--- src/rtl/cmd_frame_queue.sv ---
// Assembles {lmotor, rmotor, dur} byte triples from a UART stream and queues them in a
// small first-word-fall-through FIFO for the motor command executor.
module cmd_frame_queue #(
  parameter int unsigned DEPTH   = 4,
  parameter int unsigned TIMEOUT = 50000,
  parameter int unsigned TW      = 16
) (
  input  logic                         clk,
  input  logic                         reset,
  input  logic [7:0]                   rx_byte,
  input  logic                         rx_valid,
  output logic [7:0]                   cmd_lmotor,
  output logic [7:0]                   cmd_rmotor,
  output logic [7:0]                   cmd_dur,
  output logic                         cmd_valid,
  input  logic                         cmd_ready,
  output logic [$clog2(DEPTH+1)-1:0]   count,
  output logic                         frame_err,
  output logic                         overflow
);

  localparam int unsigned AW = $clog2(DEPTH);
  localparam int unsigned CW = $clog2(DEPTH + 1);

  typedef enum logic [1:0] {StS0, StS1, StS2} asm_st_e;

  asm_st_e       st_q;
  logic [TW-1:0] tmr_q;
  logic [7:0]    lm_q, rm_q;

  logic [23:0]   mem_q [DEPTH];
  logic [AW-1:0] wptr_q, wptr_d, rptr_q, rptr_d;
  logic [CW-1:0] count_q, count_d;

  logic        push, pop, full, wr_en;
  logic [23:0] frame;

  // Byte assembler with inter-byte timeout; a byte on the expiry cycle still wins.
  always_ff @(posedge clk) begin
    if (reset) begin
      st_q      <= StS0;
      tmr_q     <= '0;
      lm_q      <= '0;
      rm_q      <= '0;
      frame_err <= 1'b0;
    end else begin
      frame_err <= 1'b0;
      if (rx_valid) begin
        tmr_q <= '0;
        unique case (st_q)
          StS0: begin
            lm_q <= rx_byte;
            st_q <= StS1;
          end
          StS1: begin
            rm_q <= rx_byte;
            st_q <= StS2;
          end
          StS2:    st_q <= StS0;
          default: st_q <= StS0;
        endcase
      end else if (st_q != StS0) begin
        if (tmr_q == TW'(TIMEOUT - 1)) begin
          st_q      <= StS0;
          tmr_q     <= '0;
          frame_err <= 1'b1;
        end else begin
          tmr_q <= tmr_q + TW'(1);
        end
      end
    end
  end

  assign push      = rx_valid && (st_q == StS2);
  assign frame     = {lm_q, rm_q, rx_byte};
  assign cmd_valid = (count_q != '0);
  assign pop       = cmd_valid && cmd_ready;
  assign full      = (count_q == CW'(DEPTH));
  // A pop in the same cycle frees the slot the full-queue push needs.
  assign wr_en     = push && (!full || pop);

  always_comb begin
    wptr_d  = wptr_q;
    rptr_d  = rptr_q;
    count_d = count_q;
    if (wr_en) wptr_d = wptr_q + AW'(1);
    if (pop)   rptr_d = rptr_q + AW'(1);
    unique case ({wr_en, pop})
      2'b10:   count_d = count_q + CW'(1);
      2'b01:   count_d = count_q - CW'(1);
      default: count_d = count_q;
    endcase
  end

  always_ff @(posedge clk) begin
    if (reset) begin
      wptr_q   <= '0;
      rptr_q   <= '0;
      count_q  <= '0;
      overflow <= 1'b0;
    end else begin
      wptr_q   <= wptr_d;
      rptr_q   <= rptr_d;
      count_q  <= count_d;
      overflow <= push && full && !pop;
    end
  end

  always_ff @(posedge clk) begin
    if (wr_en) mem_q[wptr_q] <= frame;
  end

  assign {cmd_lmotor, cmd_rmotor, cmd_dur} = cmd_valid ? mem_q[rptr_q] : 24'h0;
  assign count = count_q;

endmodule

--- config.mk ---
export PLATFORM = sky130hd
export DESIGN_NAME = cmd_frame_queue
export DESIGN_NICKNAME = d
export VERILOG_FILES = /design/src/rtl/cmd_frame_queue.sv
export SDC_FILE = /design/constraint.sdc
export NUM_CORES = 1
export LEC_CHECK = 0
export ABC_AREA = 1
export CAP_MARGIN = 0
export CORE_UTILIZATION = 50
export DETAILED_ROUTE_END_ITERATION = 7
export PLACE_DENSITY = 0.7
export SLEW_MARGIN = 40
export SYNTH_ARGS = -nofsm -noshare
export SYNTH_HDL_FRONTEND = slang
export SYNTH_SLANG_ARGS = --single-unit
--- constraint.sdc ---
create_clock -name clk -period 2.75 [get_ports clk]
set_clock_uncertainty 0.1 [all_clocks]
set_input_delay 0.55 -clock clk [delete_from_list [all_inputs] [get_ports clk]]
set_output_delay 0.55 -clock clk [all_outputs]
set_load 0.03 [all_outputs]
### Yosys cells after proc, flatten, opt, wreduce, memory -nomap -nowiden

Memories as Yosys holds them, arrays and structs flattened. A register that Yosys moved wholly into a read port is not among the register bits.
Cells that the tools add are included.

| word-level totals | value |
|---|---|
| bits in registers | 43 |
| bits in writable memories | 96 |
| bits in latches | 0 |
| input port bits | 12 |
| output and inout port bits | 30 |
| memories | 1 |
| word-level logic and storage cells | 53 |
| bits in read-only memories | 0 |

Memory list:

| name | words | bits a word | read ports | clocked after Yosys merged registers in | wr ports | line | source |
|---|---|---|---|---|---|---|---|
| mem_q | 4 | 24 | 1 | 1 | 1 | 31 | `logic [23:0] mem_q [DEPTH];` |

| operators by class | value |
|---|---|
| magnitude comparators | 0 |
| bitwise gates (word level) | 1 |
| reductions and logical operators | 19 |
| divide/modulo/power cells | 0 |
| multiply operators | 0 |
| multiplexer cells | 12 |
| shift-type cells | 0 |
| equal/unequal tests | 6 |
| add/subtract/negate cells | 5 |

Operators by type and width:

| cell | number |
|---|---|
| two-way mux 24 bit | 1 |
| adder 16 x 1 -> 16 bit, second input constant | 1 |
| == test 16 bit, second input constant | 1 |
| two-way mux 16 bit | 1 |
| two-way mux 2 bit | 5 |
| nonzero test 2 bit | 4 |
| case mux 3 bit (2 select lines) | 1 |
| AND reduction 2 bit | 3 |
| logical AND 1 bit | 5 |
| adder 2 x 1 -> 2 bit, second input constant | 2 |
| == test 2 x 1 -> 1 bit, second input constant | 2 |
| == test 2 bit, second input constant | 2 |
| case mux 2 bit (2 select lines) | 1 |
| adder 3 x 1 -> 3 bit, second input constant | 1 |
| == test 3 bit, second input constant | 1 |
| two-way mux 1 bit | 3 |
| nonzero test 3 bit | 1 |
| OR reduction 3 bit | 1 |
| subtractor 3 x 1 -> 3 bit, second input constant | 1 |
| zero test 1 bit | 2 |
| zero test 2 bit | 1 |
| OR reduction 2 bit | 1 |
| logical OR 1 bit | 1 |
| inverter 1 bit | 1 |

### Logic depth before layout (Yosys ltp)

Gate-level depths: netlist of run 1.

| depth | value |
|---|---|
| depth in word-level cells | 6 |
| depth in mapped cells | 10 |
| depth with buffers taken out | 10 |

### Worst setup path before layout of run 1

No wires, ideal clock.

| timing | value |
|---|---|
| path kind | flip-flop to output port |
| start | reg count_q[0] (netlist: count[0]) |
| end | out cmd_lmotor[0] |
| path slack | 0.295 ns |
| arrival time | 1.805 ns |
| stages on the path, launching flop included | 6 |
| required time | 2.100 ns |
| buffers on the path | 1 |
| cell sequence | dfxtp_1 -> nor2_1 -> nand2_1 -> inv_1 -> buf_1 -> a21oi_1 |

| on the way | value |
|---|---|
| longest elaborated chain between the ends | 2 |

RTL lines:

| item | line | source |
|---|---|---|
| start: declaration | 33 | `logic [CW-1:0] count_q, count_d;` |
| start signal: assignment | 104 | `count_q <= count_d;` |
| nonzero test 3 bit | 76 | `assign cmd_valid = (count_q != '0);` |
| named net cmd_valid | 15 | `output logic cmd_valid,` |
| two-way mux 24 bit | 113 | `assign {cmd_lmotor, cmd_rmotor, cmd_dur} = cmd_valid ? mem_q[rptr_q] : 24'h0;` |
| end: declaration | 12 | `output logic [7:0] cmd_lmotor,` |

The timed path passes the listed nets, and every way through them passes these cells.

==> metrics.yaml, run 1 <==
nNetsFinal: 638
htreeDepth: 4
rr_worst_depth: 8
finish.utilization_pct: 63.7
die_x_um: 109
antenna_left: 0
wl_um: 11900
fmax_ghz: 0.385
drive_above_1_share_pct: 10.4
cp_slowest_cell: "dlygate4sd2_1"
drt_pre_antenna_iters: 5
ys_types: 29
synth_area_um2: 5770
dr_wl_met2_um: 6120
crit_buf_inv: 3
period_minus_slack_ns: 2.60
rsz0062_at_grt: "false"
hold_start: "rptr_q[1]$_SDFFE_PP0P_"
grt_pass1_vias: 4051
path_max_fanout: 32
antenna_found_initial: 0
period_share_pct: 94.4
place.detailed.hpwl_um: 7510
port_buffers: 41
critPathLaunchType: "register"
reg2reg_to: "tmr_q[4]$_SDFFE_PP0N_"
grt_overflow: 0
status: "completed"
initial_core_util_pct: 52.3
drt_iter0_drc: 218
worst_pin_slew_ns: 0.393
hold_viol: 0
slew_viol_final: 0
hold-path-endpoint: "rptr_q[1]$_SDFFE_PP0P_"
cts_resized: 22
required_ns: 2.10
ys_warn_count: 0
cts_hold_buf: 0
clk_pin_slew_ns: 0.05
p_leak_nw: 2.61
path_class: "register to primary output"
final_common_cell: "nor2_1"
wl_met1_um: 5020
track_usage_pct: 22.0
multi_input_area_um2: 1770
drcViolationCount: 0
core_area_um2: 11000
layout_common_cells: "nor2_1 (160), edfxtp_1 (96), o21ai_0 (63)"
syn_inst: 566
ys_seq_area_share_pct: 65.5
grt_pass1_wl_um: 19400
vias: 4071
grt_max_degree: 33
syn2layout_area_growth_pct: 21.8
seqCellArea_um2: 3780
cpPeakStageDelay_ns: 0.42
rrSetupSlack_ns: 0.96
n_fill_cell: 847
powerDensity_nw_per_um2: 798
cts_tree: "done"
relSlewSlack_pct: 73.7
wl_met3_um: 655
setup_viol: 0
setup_ws_ns: 0.154
critPathArrivalTime_ns: 1.95
post-cts-setup-buffers: 0
dieArea_um2: 12000
maxCapViolCount: 0
cts_buffer_depth: 2
hold_class: "register to register"
viasPerCell: 5.27
syn-num-nets: 584
hold-path-cell-count: 2
cp_top_family: "buffers and inverters"
top_layer_used: "met4"
cp_cell_sequence: "inv_1 > buf_4 > o21ai_0 > a21oi_1 > dlygate4sd2_1"
rows: 38
root_buffer: "clkbuf_16"
ir_drop_mv: 0.460
ioPinCount: 42
globalplace.congestion: 0.837
synth.avg_cell_area_um2: 10.2
end_kind: "primary output"
wl_per_cell_um: 15.4
place_ws_ns: 0.306
clock-sinks: 141
reg2reg_from: "tmr_q[0]$_SDFFE_PP0N_"
cts-buffers-inserted: 17
antenna_cells: 0
die_y_um: 109
setup_tns_ns: 0
synth_seq_cells: 141
worstSkewPairLatency_ns: 0.41
[Yosys cell counts]
library cell / number / area (um^2)
inv_2: 3 / 11.3
nand4_1: 4 / 25.0
xnor2_1: 1 / 8.76
buf_2: 7 / 35.0
nor2_4: 3 / 33.8
o21ai_1: 8 / 40.0
inv_6: 1 / 8.76
a21boi_0: 1 / 7.51
nand2_1: 36 / 135
nand3_1: 19 / 95.1
dfxtp_1: 45 / 901
nand2_2: 2 / 12.5
nand3_2: 3 / 30.0
o21ai_0: 63 / 315
nor3_4: 2 / 32.5
nand2_4: 1 / 11.3
nor2_1: 164 / 616
buf_1: 2 / 7.51
nor3_1: 5 / 25.0
xor2_1: 6 / 52.6
clkbuf_1: 10 / 37.5
edfxtp_1: 96 / 2880
inv_1: 34 / 128
fa_1: 1 / 20.0
nor3_2: 2 / 20.0
a21oi_1: 36 / 180
nand3b_1: 1 / 7.51
ha_1: 5 / 62.6
nor2_2: 5 / 31.3
[worst max-delay path by stage]
stage                           from             to  slack (ns)  cells after the start
4_1_cts                     register  cmd_rmotor[4]        0.12                      6
3_5_place_dp                register     cmd_dur[0]        0.31                      5
6_report                    register     cmd_dur[0]        0.15                      5
3_3_place_gp                register  cmd_rmotor[1]        0.37                      6
2_1_floorplan  count[0]$_SDFFE_PP0P_  cmd_lmotor[0]        0.29                      5
5_1_grt                     register  cmd_rmotor[5]        0.01                      6
[state kept, by name (all words and copies together), names as in the netlist, named ones only]
name,cells
lm_q,8
mem_q,96
tmr_q,16
frame_err,1
wptr_q,2
count,3
rptr_q,2
rm_q,8
overflow,1
st_q,2
[worst min-delay path, cell delays in order (launching register included)]
cell and delay [ns]:
dfxtp_1 0.29, inv_1 0.06, a21oi_1 0.07
[power breakdown]
| group | total [mW] | internal, mW | switching [mW] | leakage [nW] |
|---|---|---|---|---|
| clock network | 2.32 | 1.51 | 0.802 | 0.299 |
| logic | 0.931 | 0.286 | 0.645 | 1.06 |
| registers | 2.36 | 2.32 | 0.0454 | 1.25 |
| total | 5.61 | 4.11 | 1.49 | 2.61 |
[layer usage]
metal / up-vias / GRT usage, %
met2: 124 / 39.3
met3: 12 / 5.75
met5: - / 0
met1: 1916 / 25.4
li1: 2019 / -
met4: 0 / 7.62
[area by class of cell]
type | count | share of cell area [%]
Tap cell | 140 | 2.49
Clock inverter | 6 | 1.10
Timing Repair Buffer | 54 | 7.69
Inverter | 38 | 2.10
Multi-Input combinational cell | 368 | 25.2
Clock buffer | 26 | 7.58
Sequential cell | 141 | 53.8
[kinds of logic after synthesis]
kind of cell | after synthesis | share of synthesized area (%)
AND/OR/NAND/NOR | 247 | 18.6
buffers and inverters | 57 | 3.94
adder cells (fa/ha/maj) | 6 | 1.43
AO/OA/AOI/OAI | 108 | 9.41
XOR/XNOR | 7 | 1.06
flip-flops | 141 | 65.5
[stage by stage]
step	cell area, um^2	power [mW]	hold slack [ns]	std cells
after floorplan	5770	3.00	0.336	566
after global placement	6440	3.38	0.349	741
after detailed placement	6440	3.40	0.369	741
after CTS	7030	5.65	0.376	773
after global routing	7030	5.82	0.403	773
final	7030	5.61	0.380	773
(Power assumes the default switching activity.)
==> inputs of run 2 (changes only) <==
--- a/config.mk
+++ b/config.mk
@@ -10,6 +10,7 @@
 export CORE_UTILIZATION = 50
 export DETAILED_ROUTE_END_ITERATION = 7
 export PLACE_DENSITY = 0.7
+export RECOVER_POWER = 100
 export SLEW_MARGIN = 40
 export SYNTH_ARGS = -nofsm -noshare
 export SYNTH_HDL_FRONTEND = slang
==> run 2 against run 1 <==
Critical path depth is the same. Global-route usage stayed put. Cell count did not move. Combinational power decreased by 2%. Critical endpoint unchanged. Largest power group unchanged.
==> metrics.yaml, run 2 (synthesis gave the netlist of run 1 again) <==
nNetsFinal: 638  # unchanged
critPathLaunchType: "register"
relSlewSlack_pct: 32.5  # -41 points
track_usage_pct: 22.0  # unchanged
die_x_um: 109  # unchanged
initial_core_util_pct: 52.3  # unchanged
hold-path-cell-count: 2  # unchanged
port_buffers: 41  # unchanged
setup_tns_ns: 0  # unchanged
ir_drop_mv: 0.458  # -0.39%
setup_ws_ns: 0.106  # -0.0484 ns
instances_no_fill: 773  # unchanged
design_area_um2: 6910  # -1.7%
clk_pin_slew_ns: 0.05  # about the same
globalplace.congestion: 0.837  # unchanged
clock-sinks: 141  # unchanged
hold_start: "rptr_q[1]$_SDFFE_PP0P_"
n_fill_cell: 864  # +2.0%
worstSkewPairLatency_ns: 0.41  # about the same
setup_viol: 0  # unchanged
path_class: "register to primary output"
layout_common_cells: "nor2_1 (166), edfxtp_1 (96), o21ai_0 (63)"
seqCellArea_um2: 3780  # unchanged
finish.utilization_pct: 62.7  # -1.1 points
grt_max_degree: 33  # unchanged
root_buffer: "clkbuf_16"
grt_overflow: 0  # unchanged
die_y_um: 109  # unchanged
drcViolationCount: 0  # unchanged
cts_hold_buf: 0  # unchanged
whs_ns: 0.380  # +0.00000400 ns
critPathArrivalTime_ns: 1.99  # +0.04 ns
hold_class: "register to register"
path_max_fanout: 32  # unchanged
place.detailed.hpwl_um: 7510  # unchanged
period_share_pct: 96.2  # +1.8 points
wl_um: 12000  # +0.61%
dpl_cell_area_um2: 6440  # unchanged
reg2reg_from: "st_q[0]$_SDFFE_PP0P_"
viasPerCell: 5.24  # -0.44%
p_leak_nw: 2.62  # +0.15%
vias: 4053  # -0.44%
rr_worst_depth: 5  # -3
drive_above_1_share_pct: 8.21  # -2.2 points
wl_per_cell_um: 15.5  # +0.61%
reg_top3: "mem_q (96), tmr_q (16)"
period_minus_slack_ns: 2.64  # +0.0484 ns
required_ns: 2.10  # about the same
post-cts-setup-buffers: 0  # unchanged
place_ws_ns: 0.306  # unchanged
largest_reg_flops: 96  # unchanged
worst_pin_slew_ns: 1.00  # +0.611 ns
hold_viol: 0  # unchanged
fmax_ghz: 0.378  # -1.8%
ioPinCount: 42  # unchanged
drt_pre_antenna_iters: 4  # -1
final_common_cell: "nor2_1"
placed_cells: 741  # unchanged
powerDensity_nw_per_um2: 808  # +1.3%
antenna_found_initial: 0  # unchanged
cts_tree: "done"
cts-buffers-inserted: 17  # unchanged
antenna_cells: 0  # unchanged
drt_iter0_drc: 219  # +0.46%
syn2layout_area_growth_pct: 19.7
multi_input_area_um2: 1720  # -3.0%
top_register: "mem_q"
maxCapViolCount: 0  # unchanged
core_area_um2: 11000  # unchanged
slew_viol_final: 0  # unchanged
grt_pass1_wl_um: 19400  # unchanged
cts_buffer_depth: 2  # unchanged
status: "completed"
end_kind: "primary output"
antenna_left: 0  # unchanged
dieArea_um2: 12000  # unchanged
total_power_mw: 5.59  # -0.35%
rsz0062_at_grt: "false"
rows: 38  # unchanged
htreeDepth: 4  # unchanged
grt_pass1_vias: 4051  # unchanged
[run 2: worst max-delay path, stage by stage, from the launching register on]
cell           delay, ns
dfxtp_1             0.34
inv_1               0.09
clkbuf_4            0.35
o21ai_0             0.17
a21oi_1             0.19
dlygate4sd2_1       0.42
[run 2: final timing paths]
path	slack, ns	to
min	0.38	rptr_q[1]$_SDFFE_PP0P_
max	0.11	cmd_dur[0]
max reg2reg	0.59	rm_q[6]$_SDFFE_PP0P_
min reg2reg	0.38	rptr_q[1]$_SDFFE_PP0P_
[run 2: power breakdown]
group          leakage, nW  internal [mW]  switching [mW]
logic                 1.07          0.271           0.643
clock network        0.299           1.51           0.801
registers             1.25           2.32          0.0447
[run 2: cell type report]
class	count	share of cell area, %
well taps	140	2.53
repair buffers	54	6.91
clock inverters	6	1.12
flip-flops and latches	141	54.7
clock buffers	26	7.71
inverters	38	2.14
multi-input cells	368	24.9
[run 2: timing repair]
action                     4_1_cts  5_1_grt
pin swaps                        0        0
setup endpoints to repair       22        2
cloned                           0        0
resized for setup               22        2
[run 2: routing by layer]
metal | GRT usage [%] | vias up | wire (um)
li1 | - | 2019 | -
met1 | 25.4 | 1914 | 5200
met2 | 39.3 | 108 | 6180
met3 | 5.75 | 12 | 509
met4 | 7.62 | 0 | 113
met5 | 0 | - | 0
==> inputs of run 3 (changes only) <==
--- a/config.mk
+++ b/config.mk
@@ -7,6 +7,7 @@
 export LEC_CHECK = 0
 export ABC_AREA = 1
 export CAP_MARGIN = 0
+export CORE_ASPECT_RATIO = 0.5
 export CORE_UTILIZATION = 50
 export DETAILED_ROUTE_END_ITERATION = 7
 export PLACE_DENSITY = 0.7
==> run 3 against run 2 <==
Utilization shrank 0.30 points. Flip-flop and latch count is the same. Fmax shrank 0.36%. Critical path type unchanged.
==> metrics.yaml, run 3 (synthesis gave the netlist of run 1 again) <==
total_power_mw: 5.61  # +0.48%
die_x_um: 154  # +41%
grt_pass1_wl_um: 19100  # -1.2%
cts_tree: "done"
cts_buffer_depth: 2  # unchanged
drcViolationCount: 0  # unchanged
wl_um: 11800  # -1.6%
crit_top_cell: "nor2_1"
critPathLaunchType: "register"
worst_pin_slew_ns: 0.844  # -0.160 ns
clk_pin_slew_ns: 0.06  # about the same
slew_viol_final: 0  # unchanged
viasPerCell: 5.28  # +0.61%
track_usage_pct: 21.2  # -0.74 points
drive_above_1_share_pct: 9.16  # +0.95 points
clock-sinks: 141  # unchanged
p_switching_mw: 1.59  # +6.9%
cp_cell_sequence: "buf_4 > nor2_1 > nor2_1 > o21ai_0 > a21oi_1 > dlygate4sd2_1"
relSlewSlack_pct: 43.5  # +11 points
core_area_um2: 11100  # +0.76%
worstSkewPairLatency_ns: 0.43  # +0.02 ns
final_common_cell: "nor2_1"
largest_reg_flops: 96  # unchanged
maxCapViolCount: 0  # unchanged
layout_common_cells: "nor2_1 (167), edfxtp_1 (96), o21ai_0 (63)"
rsz0062_at_grt: "false"
hold_viol: 0  # unchanged
dieArea_um2: 12000  # +0.22%
antenna_left: 0  # unchanged
path_max_fanout: 26  # -19%
crit_buf_inv: 2  # -1
port_buffers: 41  # unchanged
status: "completed"
nNetsFinal: 638  # unchanged
powerDensity_nw_per_um2: 810  # +0.21%
rows: 27  # -29%
cpPeakStageDelay_ns: 0.41  # about the same
antenna_found_initial: 0  # unchanged
seqCellArea_um2: 3780  # unchanged
initial_core_util_pct: 51.9  # -0.39 points
grt_max_degree: 49  # +48%
cts_hold_buf: 0  # unchanged
post-cts-setup-buffers: 0  # unchanged
critPathArrivalTime_ns: 2.00  # about the same
p_leak_nw: 2.63  # +0.61%
p_clk_share_pct: 42.1  # +0.7 points
setup_viol: 0  # unchanged
required_ns: 2.10  # about the same
setup_tns_ns: 0  # unchanged
fmax_ghz: 0.377  # -0.36%
grt_pass1_vias: 3861  # -4.7%
place.detailed.hpwl_um: 7310  # -2.6%
dpl_cell_area_um2: 6450  # +0.17%
die_y_um: 78.0  # -29%
wl_per_cell_um: 15.2  # -2.2%
period_minus_slack_ns: 2.65  # +0.00968 ns
antenna_cells: 0  # unchanged
cts-buffers-inserted: 17  # unchanged
ioPinCount: 42  # unchanged
p_int_mw: 4.02  # -1.8%
root_buffer: "clkbuf_16"
power_switching_share_pct: 28.3  # +1.7 points
combinationalPowerShare_pct: 15.9  # -0.4 points
design_area_um2: 6930  # +0.27%
htreeDepth: 4  # unchanged
cp_slowest_cell: "dlygate4sd2_1"
drt_pre_antenna_iters: 5  # +1
n_fill_cell: 899  # +4.1%
cp_top_family: "buffers and inverters"
globalplace.congestion: 0.821  # -1.9%
vias: 4104  # +1.3%
period_share_pct: 96.5  # +0.35 points
reg_top3: "mem_q (96), tmr_q (16)"
top_register: "mem_q"
seq_power_share_pct: 42.0  # -0.2 points
ir_drop_mv: 0.466  # +1.8%
syn2layout_area_growth_pct: 20.1
grt_overflow: 0  # unchanged
cts_resized: 24  # +9.1%
path_class: "register to primary output"
hold_class: "register to register"
multi_input_area_um2: 1730  # +0.80%
end_kind: "primary output"
drt_iter0_drc: 269  # +23%
==> run 3: cell count changes in the layout (fill, tap and decap cells not counted), sizes merged <==
cell / change
dlygate4sd2: +4
clkbuf: -10
bufinv: +1
inv: +7
clkdlybuf4s15: -2
==> run 3: final cells by class <==
cell class | count | share of cell area (%)
inverter | 38 | 2.13
clock inverter | 14 | 2.56
sequential | 141 | 54.6
multi-input combinational | 368 | 25.0
timing repair buffer | 54 | 6.93
tap | 145 | 2.62
clock buffer | 18 | 6.19
==> run 3: metal layers <==
metal  GRT usage, %  up-vias  share of wire [%]
met2           33.3      119                 46
li1               -     2028                  -
met3           5.42       20                6.2
met4           9.30        0                1.8
met5              0        -                  0
met1           28.1     1937                 46
==> run 3: tightest hold or removal path, cell delays in order (launching register included) <==
cell	delay, ns
dfxtp_1	0.30
inv_1	0.06
a21oi_1	0.07
==> run 3: per-stage QoR <==
stage,worst slack [ns],utilization (%),instances,hold slack [ns]
after floorplan,0.295,-,566,0.336
after global placement,0.345,58.1,746,0.351
after detailed placement,0.316,58.1,746,0.359
final,0.0961,62.4,778,0.376
after global routing,0.0161,62.4,778,0.413
after CTS,0.0926,63.3,778,0.375
==> run 3: power by group through the flow <==
| stage | registers [mW] | clock network (mW) | logic (mW) |
|---|---|---|---|
| after floorplan | 2.40 | 0 | 0.595 |
| after global placement | 2.40 | 0 | 0.972 |
| after detailed placement | 2.40 | 0 | 0.983 |
| after CTS | 2.36 | 2.39 | 0.921 |
| after global routing | 2.36 | 2.48 | 0.982 |
| final | 2.36 | 2.36 | 0.894 |
==> run 3: path summary, 6_finish.rpt <==
kind	startpoint	to	slack [ns]	depth (start not counted)
worst max-delay path	register	cmd_lmotor[7]	0.1	6
worst min-delay path	rptr_q[1]$_SDFFE_PP0P_	register	0.38	2
worst max register to register	st_q[1]$_SDFFE_PP0P_	lm_q[4]$_SDFFE_PP0P_	0.22	6
worst min register to register	rptr_q[1]$_SDFFE_PP0P_	register	0.38	2
